**src/rtl/crossbar_arbiter.sv**
```systemverilog
// crossbar_arbiter: round-robin egress arbiter that grants one crossbar point and muxes its AXI-Stream packet out.
module crossbar_arbiter #(
    parameter int          P_SRC_NUM = 8,
    parameter logic [15:0] P_TIMEOUT = 16'd64,
    localparam int         SW        = $clog2(P_SRC_NUM)
) (
    input  logic                    i_clk,
    input  logic                    i_rst,
    input  logic [P_SRC_NUM-1:0]    i_trans_req,
    output logic [P_SRC_NUM-1:0]    o_trans_grant,
    input  logic [P_SRC_NUM-1:0]    s_axis_tvalid,
    input  logic [64*P_SRC_NUM-1:0] s_axis_tdata,
    input  logic [P_SRC_NUM-1:0]    s_axis_tlast,
    input  logic [8*P_SRC_NUM-1:0]  s_axis_tkeep,
    output logic [P_SRC_NUM-1:0]    s_axis_tready,
    output logic                    m_axis_tx_tvalid,
    output logic [63:0]             m_axis_tx_tdata,
    output logic                    m_axis_tx_tlast,
    output logic [7:0]              m_axis_tx_tkeep,
    output logic                    m_axis_tx_tuser,
    input  logic                    m_axis_tx_tready,
    output logic                    o_busy,
    output logic [SW-1:0]           o_grant_id,
    output logic                    o_timeout,
    output logic [15:0]             o_pkt_cnt
);
    typedef enum logic [1:0] {IDLE, GRANT, WAIT, BUSY} state_t;
    localparam logic [SW:0] PN = (SW+1)'(P_SRC_NUM);
    state_t          state, state_n;
    logic [SW-1:0]   r_ptr, r_sel, nsel;
    logic [SW-1:0]   cand [P_SRC_NUM];
    logic [15:0]     r_to_cnt;
    logic            found, active, sel_valid, pkt_done, to_hit;
    // cand[k] is the k-th source after r_ptr, wrapped modulo P_SRC_NUM
    for (genvar k = 0; k < P_SRC_NUM; k++) begin : g_cand
        logic [SW:0] sum;
        assign sum     = {1'b0, r_ptr} + (SW+1)'(k + 1);
        assign cand[k] = sum >= PN ? SW'(sum - PN) : SW'(sum);
    end
    always_comb begin
        found = 1'b0;
        nsel  = r_ptr;
        for (int k = P_SRC_NUM - 1; k >= 0; k--) begin
            if (i_trans_req[cand[k]]) begin
                found = 1'b1;
                nsel  = cand[k];
            end
        end
    end
    assign active           = state == WAIT || state == BUSY;
    assign sel_valid        = s_axis_tvalid[r_sel];
    assign m_axis_tx_tvalid = active & sel_valid;
    assign m_axis_tx_tdata  = active ? s_axis_tdata[64*r_sel +: 64] : 64'd0;
    assign m_axis_tx_tlast  = active & s_axis_tlast[r_sel];
    assign m_axis_tx_tkeep  = active ? s_axis_tkeep[8*r_sel +: 8] : 8'hFF;
    assign m_axis_tx_tuser  = 1'b0;
    assign s_axis_tready    = active ? P_SRC_NUM'(m_axis_tx_tready) << r_sel : '0;
    assign pkt_done         = m_axis_tx_tvalid & m_axis_tx_tready & m_axis_tx_tlast;
    assign to_hit           = state == WAIT && !sel_valid && r_to_cnt == P_TIMEOUT - 16'd1;
    assign o_timeout        = to_hit;
    assign o_busy           = active;
    assign o_grant_id       = r_sel;
    always_comb begin
        state_n = state;
        case (state)
            IDLE:    state_n = found ? GRANT : IDLE;
            GRANT:   state_n = WAIT;
            WAIT:    state_n = pkt_done ? IDLE : sel_valid ? BUSY : to_hit ? IDLE : WAIT;
            default: state_n = pkt_done ? IDLE : BUSY;
        endcase
    end
    always_ff @(posedge i_clk) begin
        if (i_rst) begin
            state         <= IDLE;
            r_ptr         <= SW'(P_SRC_NUM - 1);
            r_sel         <= '0;
            o_trans_grant <= '0;
            r_to_cnt      <= '0;
            o_pkt_cnt     <= '0;
        end else begin
            state         <= state_n;
            o_trans_grant <= (state == IDLE && found) ? P_SRC_NUM'(1) << nsel : '0;
            if (state == IDLE && found) begin
                r_sel <= nsel;
                r_ptr <= nsel;
            end
            r_to_cnt <= state == WAIT ? r_to_cnt + 16'd1 : 16'd0;
            if (pkt_done && o_pkt_cnt != 16'hFFFF)
                o_pkt_cnt <= o_pkt_cnt + 16'd1;
        end
    end
endmodule

```
**config.mk**
```make
export PLATFORM = sky130hd
export DESIGN_NAME = crossbar_arbiter
export DESIGN_NICKNAME = d
export VERILOG_FILES = /design/src/rtl/crossbar_arbiter.sv
export SDC_FILE = /design/constraint.sdc
export NUM_CORES = 1
export LEC_CHECK = 0
export ABC_AREA = 1
export BUFFER_PORTS_ARGS = -buffer_cell sky130_fd_sc_hd__buf_2
export CAP_MARGIN = 0
export CORE_AREA = 2 2 278 280
export CTS_CLUSTER_SIZE = 10
export DETAILED_ROUTE_END_ITERATION = 12
export DIE_AREA = 0 0 280 282
export RECOVER_POWER = 50
export SLEW_MARGIN = 20
export SYNTH_ARGS = -nofsm -noshare
export SYNTH_HDL_FRONTEND = slang
export SYNTH_SLANG_ARGS = --single-unit
```
**constraint.sdc**
```tcl
create_clock -name i_clk -period 2.05 [get_ports i_clk]
set_input_delay 0 -clock i_clk [delete_from_list [all_inputs] [get_ports i_clk]]
set_output_delay 0 -clock i_clk [all_outputs]
set_load 0.02 [all_outputs]
```
# Word level (Yosys, flattened, before mapping)
# Index checks and enable logic that the tools add are counted.
# op_classes
add_sub_neg	18
magnitude_cmp	17
n_eq_ne	5
n_shift	4
n_mux	53
n_bitwise	6
n_reduce_logical	9
# op_table
cell	count
512-bit by 10-bit indexed part select with 64-bit output	1
64-bit 2-to-1 mux	1
64-bit by 7-bit indexed part select with 8-bit output	1
3-bit 2-to-1 mux	16
3-bit by 4-bit < comparator with 1-bit output (second input constant)	9
16-bit by 1-bit adder with 16-bit output (second input constant)	2
4-bit >= comparator (second input constant)	8
1-bit binary-select mux with 3-bit select	10
3-bit by 1-bit subtractor with 3-bit output (second input constant)	8
1-bit 2-to-1 mux	19
3-bit by 3-bit adder with 4-bit output (second input constant)	4
16-bit by 6-bit == test with 1-bit output (second input constant)	1
8-bit 2-to-1 mux	2
16-bit inequality test (second input constant)	1
3-bit by 2-bit adder with 4-bit output (second input constant)	2
2-bit 2-to-1 mux	4
1-bit by 3-bit << shifter with 8-bit output	1
1-bit by 3-bit << shifter with 8-bit output (first input constant)	1
2-bit case mux with 3 select lines	1
3-bit by 1-bit adder with 4-bit output (second input constant)	1
3-bit by 4-bit adder with 4-bit output (second input constant)	1
1-bit bitwise AND	4
2-bit == test (second input constant)	2
1-bit logical AND	4
6 further kinds	8
# word_totals
reg_bits	48
in_bits	603
out_inout_bits	112
wordCells	118

# Depth between registers and ports, before layout
# depth
ltp_word	16
ltp_mapped	20
ltp_nobuf	18

# Least setup slack after synthesis
# No wires, ideal clock.
# synth_timing
path_type	reg-to-reg
startpoint	register r_ptr[1]
endpoint	register r_sel[2], in the netlist o_grant_id[2]
setup_ns	0.123
arrival_ns	1.946
t_required_ns	1.927
setup_slack_ns	-0.019
path_stages_with_launch	17
path_buffers	2
period_less_slack_ns	2.069
cell_sequence	dfxtp_1 buf_4 inv_4 ha_1 buf_2 inv_1 nand3_1 nand3_1 nand2_1 inv_1 nand2_1 nor3_1 nand2_1 nand2_2 nor2_4 nand3_2 o21ai_0
# synth_between
elab_chain_cells	14
word_cells_on_any_way	65
classes_between	add/sub (16); order compare (8); mux (40); reduce/logical (1)
# synth_lines
element	line_no	rtl
start: declaration	30	logic [SW-1:0] r_ptr, r_sel, nsel;
start signal: assignment	75	r_ptr <= SW'(P_SRC_NUM - 1);
start signal: assignment	85	r_ptr <= nsel;
3-bit by 4-bit adder with 4-bit output	37	assign sum = {1'b0, r_ptr} + (SW+1)'(k + 1);
4-bit >= comparator / 3-bit by 1-bit subtractor with 3-bit output (equally long branches)	38	assign cand[k] = sum >= PN ? SW'(sum - PN) : SW'(sum);
3-bit 2-to-1 mux	38	
1-bit binary-select mux with 3-bit select	44	if (i_trans_req[cand[k]]) begin
1-bit 2-to-1 mux (not written as such)	44	
1-bit 2-to-1 mux (8 in a row)	44	
1-bit logical AND	83	if (state == IDLE && found) begin
end signal: assignment	84	r_sel <= nsel;
end: declaration	30	
# Several ways; a longest one is shown, not always the timed one. The select of a mux whose other input is x is not followed.
# A chain may end at the register's enable or synchronous reset.

# Worst setup path in the final report
# layout_timing
startpoint	register r_sel[0], in the netlist o_grant_id[0]
endpoint	output m_axis_tx_tdata[55]
# layout_between
elab_chain_cells	2
# layout_lines
element	line_no	rtl
512-bit by 10-bit indexed part select with 64-bit output	53	assign m_axis_tx_tdata = active ? s_axis_tdata[64*r_sel +: 64] : 64'd0;
64-bit 2-to-1 mux	53	
end: declaration	17	output logic [63:0] m_axis_tx_tdata,
# No other way between the ends.

==> key figures <==
Layout
  • Syn-to-layout area delta: 86.6%
  • Share of cells above drive strength 1: 45.2%
  • Nets: 2681

Worst setup path
  • WP data required: 2050 ps
  • Setup crit end kind: primary output
  • Crit Path Category: flop to primary output
  • Data arrival, critical path: ~2100 ps
  • Critical Path Start Type: flop
  • Crit path max fanout: 43

Die
  • IO Pins: 715
  • Die height: 282 µm
  • Chip Width: between 200 and 300 µm
  • Die ar.: 0.0790 mm²
  • Core area: between 0.07 and 0.08 mm²
  • Starting density of the core: 9.78%
  • Row count: 101

Drt
  • DR vias: 13600
  • Routed Antenna Nets: 0
  • Via/cell ratio: 4.41
  • Drt total wl: 68300 µm
  • Starting DRT DRC Count: 1056
  • WL per Instance: 22.2 µm
  • DR DRC count: 0
  • 1st-pass router iterations: 7

STA
  • Fin worst setup slack: -34.6 ps
  • Final count of hold timing violations: 0
  • RSZ-0062 raised after global routing: true
  • Tcrit/Tclk final: 102%
  • Worst-case clock skew: between 9 and 10 ps
  • Final Max Slew Viols: 0
  • Worst slew pin tran: roughly 560 ps
  • Final Setup Violations: 8
  • Fmax: 480 MHz
  • Fin crit period: 2080 ps
  • Final hold slack: around 110 ps
  • Rel. slew slack: between 60% and 70%

Synth
  • Yosys cell types: 42
  • Cell Area, Synth: 0.00740 mm²
  • Most area-hungry cell type in the Yosys netlist: o21ai_0
  • Top cell type's share of synthesized area: slightly above 20%
  • Sequential-to-total area share from yosys stat: 13.0%
  • #FFs+latches synth: 48
  • Average size of a mapped cell: 5.41 µm²
  • Synth Flop Type: dfxtp_1
  • EDFF count, synth: 0
  • Mapped Nets: a little under 2000
  • Top-count cell post-synth: nor2_1
  • Fraction of registers with async set/reset: 0%
  • Syn Inst Count: roughly 1400
  • Top cells by count, synth: nor2_1, o21ai_0, o22ai_1
  • Area contributors post-synth: o21ai_0, nor2_1, dfxtp_1
  • Synth warnings: 0

CTS
  • Clock Tree Buf Depth: 2
  • Clock tree from TritonCTS: built
  • Worst skew pair latency: between 200 and 300 ps
  • Hold buffers post-CTS: 0
  • CTS buffer count: 5
  • Clock sink count: 48
  • Root buffer cell: clkbuf_16
  • Clock-pin transition on the worst setup and hold timing paths: 70 ps
  • CTS H-tree lvls: 2

Power and ir drop
  • Max VDD drop: between 0.0004 and 0.0005 V
  • Leakage: approximately 6.4 nW
  • Power per cell area: 932 mW/mm²
  • Pwr Total: between 0.01 and 0.015 W

Status
  • Status: complete, but fails checks
  • Failing checks: setup timing

Global routing
  • First-pass GRT wire length: 84700 µm
  • Largest net degree at the start of global routing: 119
  • Global route total overflow: 0
  • Initial antenna violation count: 67
  • Number of global-route vias before repair: 12200
  • Gr usage total: 15.0%

Place
  • PortBufs: 713
  • Post-DP HPWL: 52000 µm
  • GPL Wtd Cong: 0.906

Job
  • Max cap viols: 0

Worst hold path
  • Hold Path Class: input port to flop
==> layout make-up <==
class	count	area [µm²]
fillers	8700	61900
multi-input cells	1126	6170
repair buffers	820	4900
well taps	978	1220
flip-flops and latches	48	973
inverters	72	305
clock buffers	7	154
diodes	20	50.0
clock inverters	1	30.0
repair inverters	1	7.51
==> routing by layer <==
metal / vias up / GRT usage [%] / part of all wire (%)
li1: 6250 / - / -
met4: 52 / 4.84 / 3.8
met3: 176 / 8.60 / 14
met1: 6201 / 17.6 / 40
met5: - / 1.10 / 0.51
met2: 885 / 22.6 / 42
==> kinds of logic after synthesis <==
kind of cell             Yosys count  share of synthesized area [%]
AO/OA/AOI/OAI                    563                           44.2
XOR/XNOR                          10                           1.28
adder cells (fa/ha/maj)            4                          0.676
buffers and inverters            194                           10.4
flip-flops                        48                           13.0
other                              1                         0.0507
AND/OR/NAND/NOR                  548                           30.4
==> cell usage in the layout (no fill, tap or decap), types with 20 or more instances in the layout <==
cell type	netlist	routed
a21oi_1	28	25
a22o_1	64	64
buf_2	9	686
buf_4	5	65
clkbuf_1	102	25
dfxtp_1	48	44
diode_2	0	20
inv_1	64	54
nand2_1	110	95
nand3_1	51	30
nor2_1	345	331
o21ai_0	305	242
o21ai_1	9	50
o21ai_2	1	22
o22ai_1	150	139
==> repair_timing <==
action,4_1_cts,5_1_grt
gates cloned,5,7
endpoints found under the setup margin,78,100
buffers inserted,8,16
pin swaps,9,34
resized for setup,60,163
==> critical path, stage by stage (launching register included) <==
cell     delay (ps)
dfxtp_4         450
buf_12          140
buf_6           280
o21ai_0         150
o22ai_1         240
a22o_1          280
buf_2           200
==> sequential cells by signal (all words and copies together), names as in the netlist <==
signal and count:
o_grant_id 3, o_pkt_cnt 16, o_trans_grant 8, r_ptr 3, r_to_cnt 16, state 2
==> stage by stage <==
| step | util (%) | cells | TNS, ps | worst slack, ps | area [µm²] |
|---|---|---|---|---|---|
| finish | 18.2 | 3073 | -93.1 | -34.6 | 13800 |
| global route | 18.2 | 3062 | -2410 | -147 | 13800 |
| CTS | 17.2 | 3031 | -351 | -51.1 | 13100 |
| detailed placement | 16.4 | 3010 | -629 | -125 | 12400 |
| global placement | 16.4 | 3010 | -529 | -129 | 12400 |
| floorplan | - | 1368 | 0 | 13.9 | 7400 |
==> power breakdown <==
part	internal [W]	leakage (nW)	switching, W	total [W]
registers	0.00106	0.390	0.000126	0.00118
clock network	0.000651	0.0894	0.000359	0.00101
logic	0.00415	5.95	0.00653	0.0107
==> worst paths after layout <==
kind                                     from             endpoint  slack, ps  cells past startpoint
worst min-delay path                    i_rst        o_pkt_cnt[12]        110                      2
worst max register to register  o_grant_id[0]        o_pkt_cnt[10]         40                     15
worst min register to register    r_to_cnt[0]          r_to_cnt[0]        450                      1
worst max-delay path            o_grant_id[0]  m_axis_tx_tdata[55]        -30                      6
(Power assumes the default switching activity.)
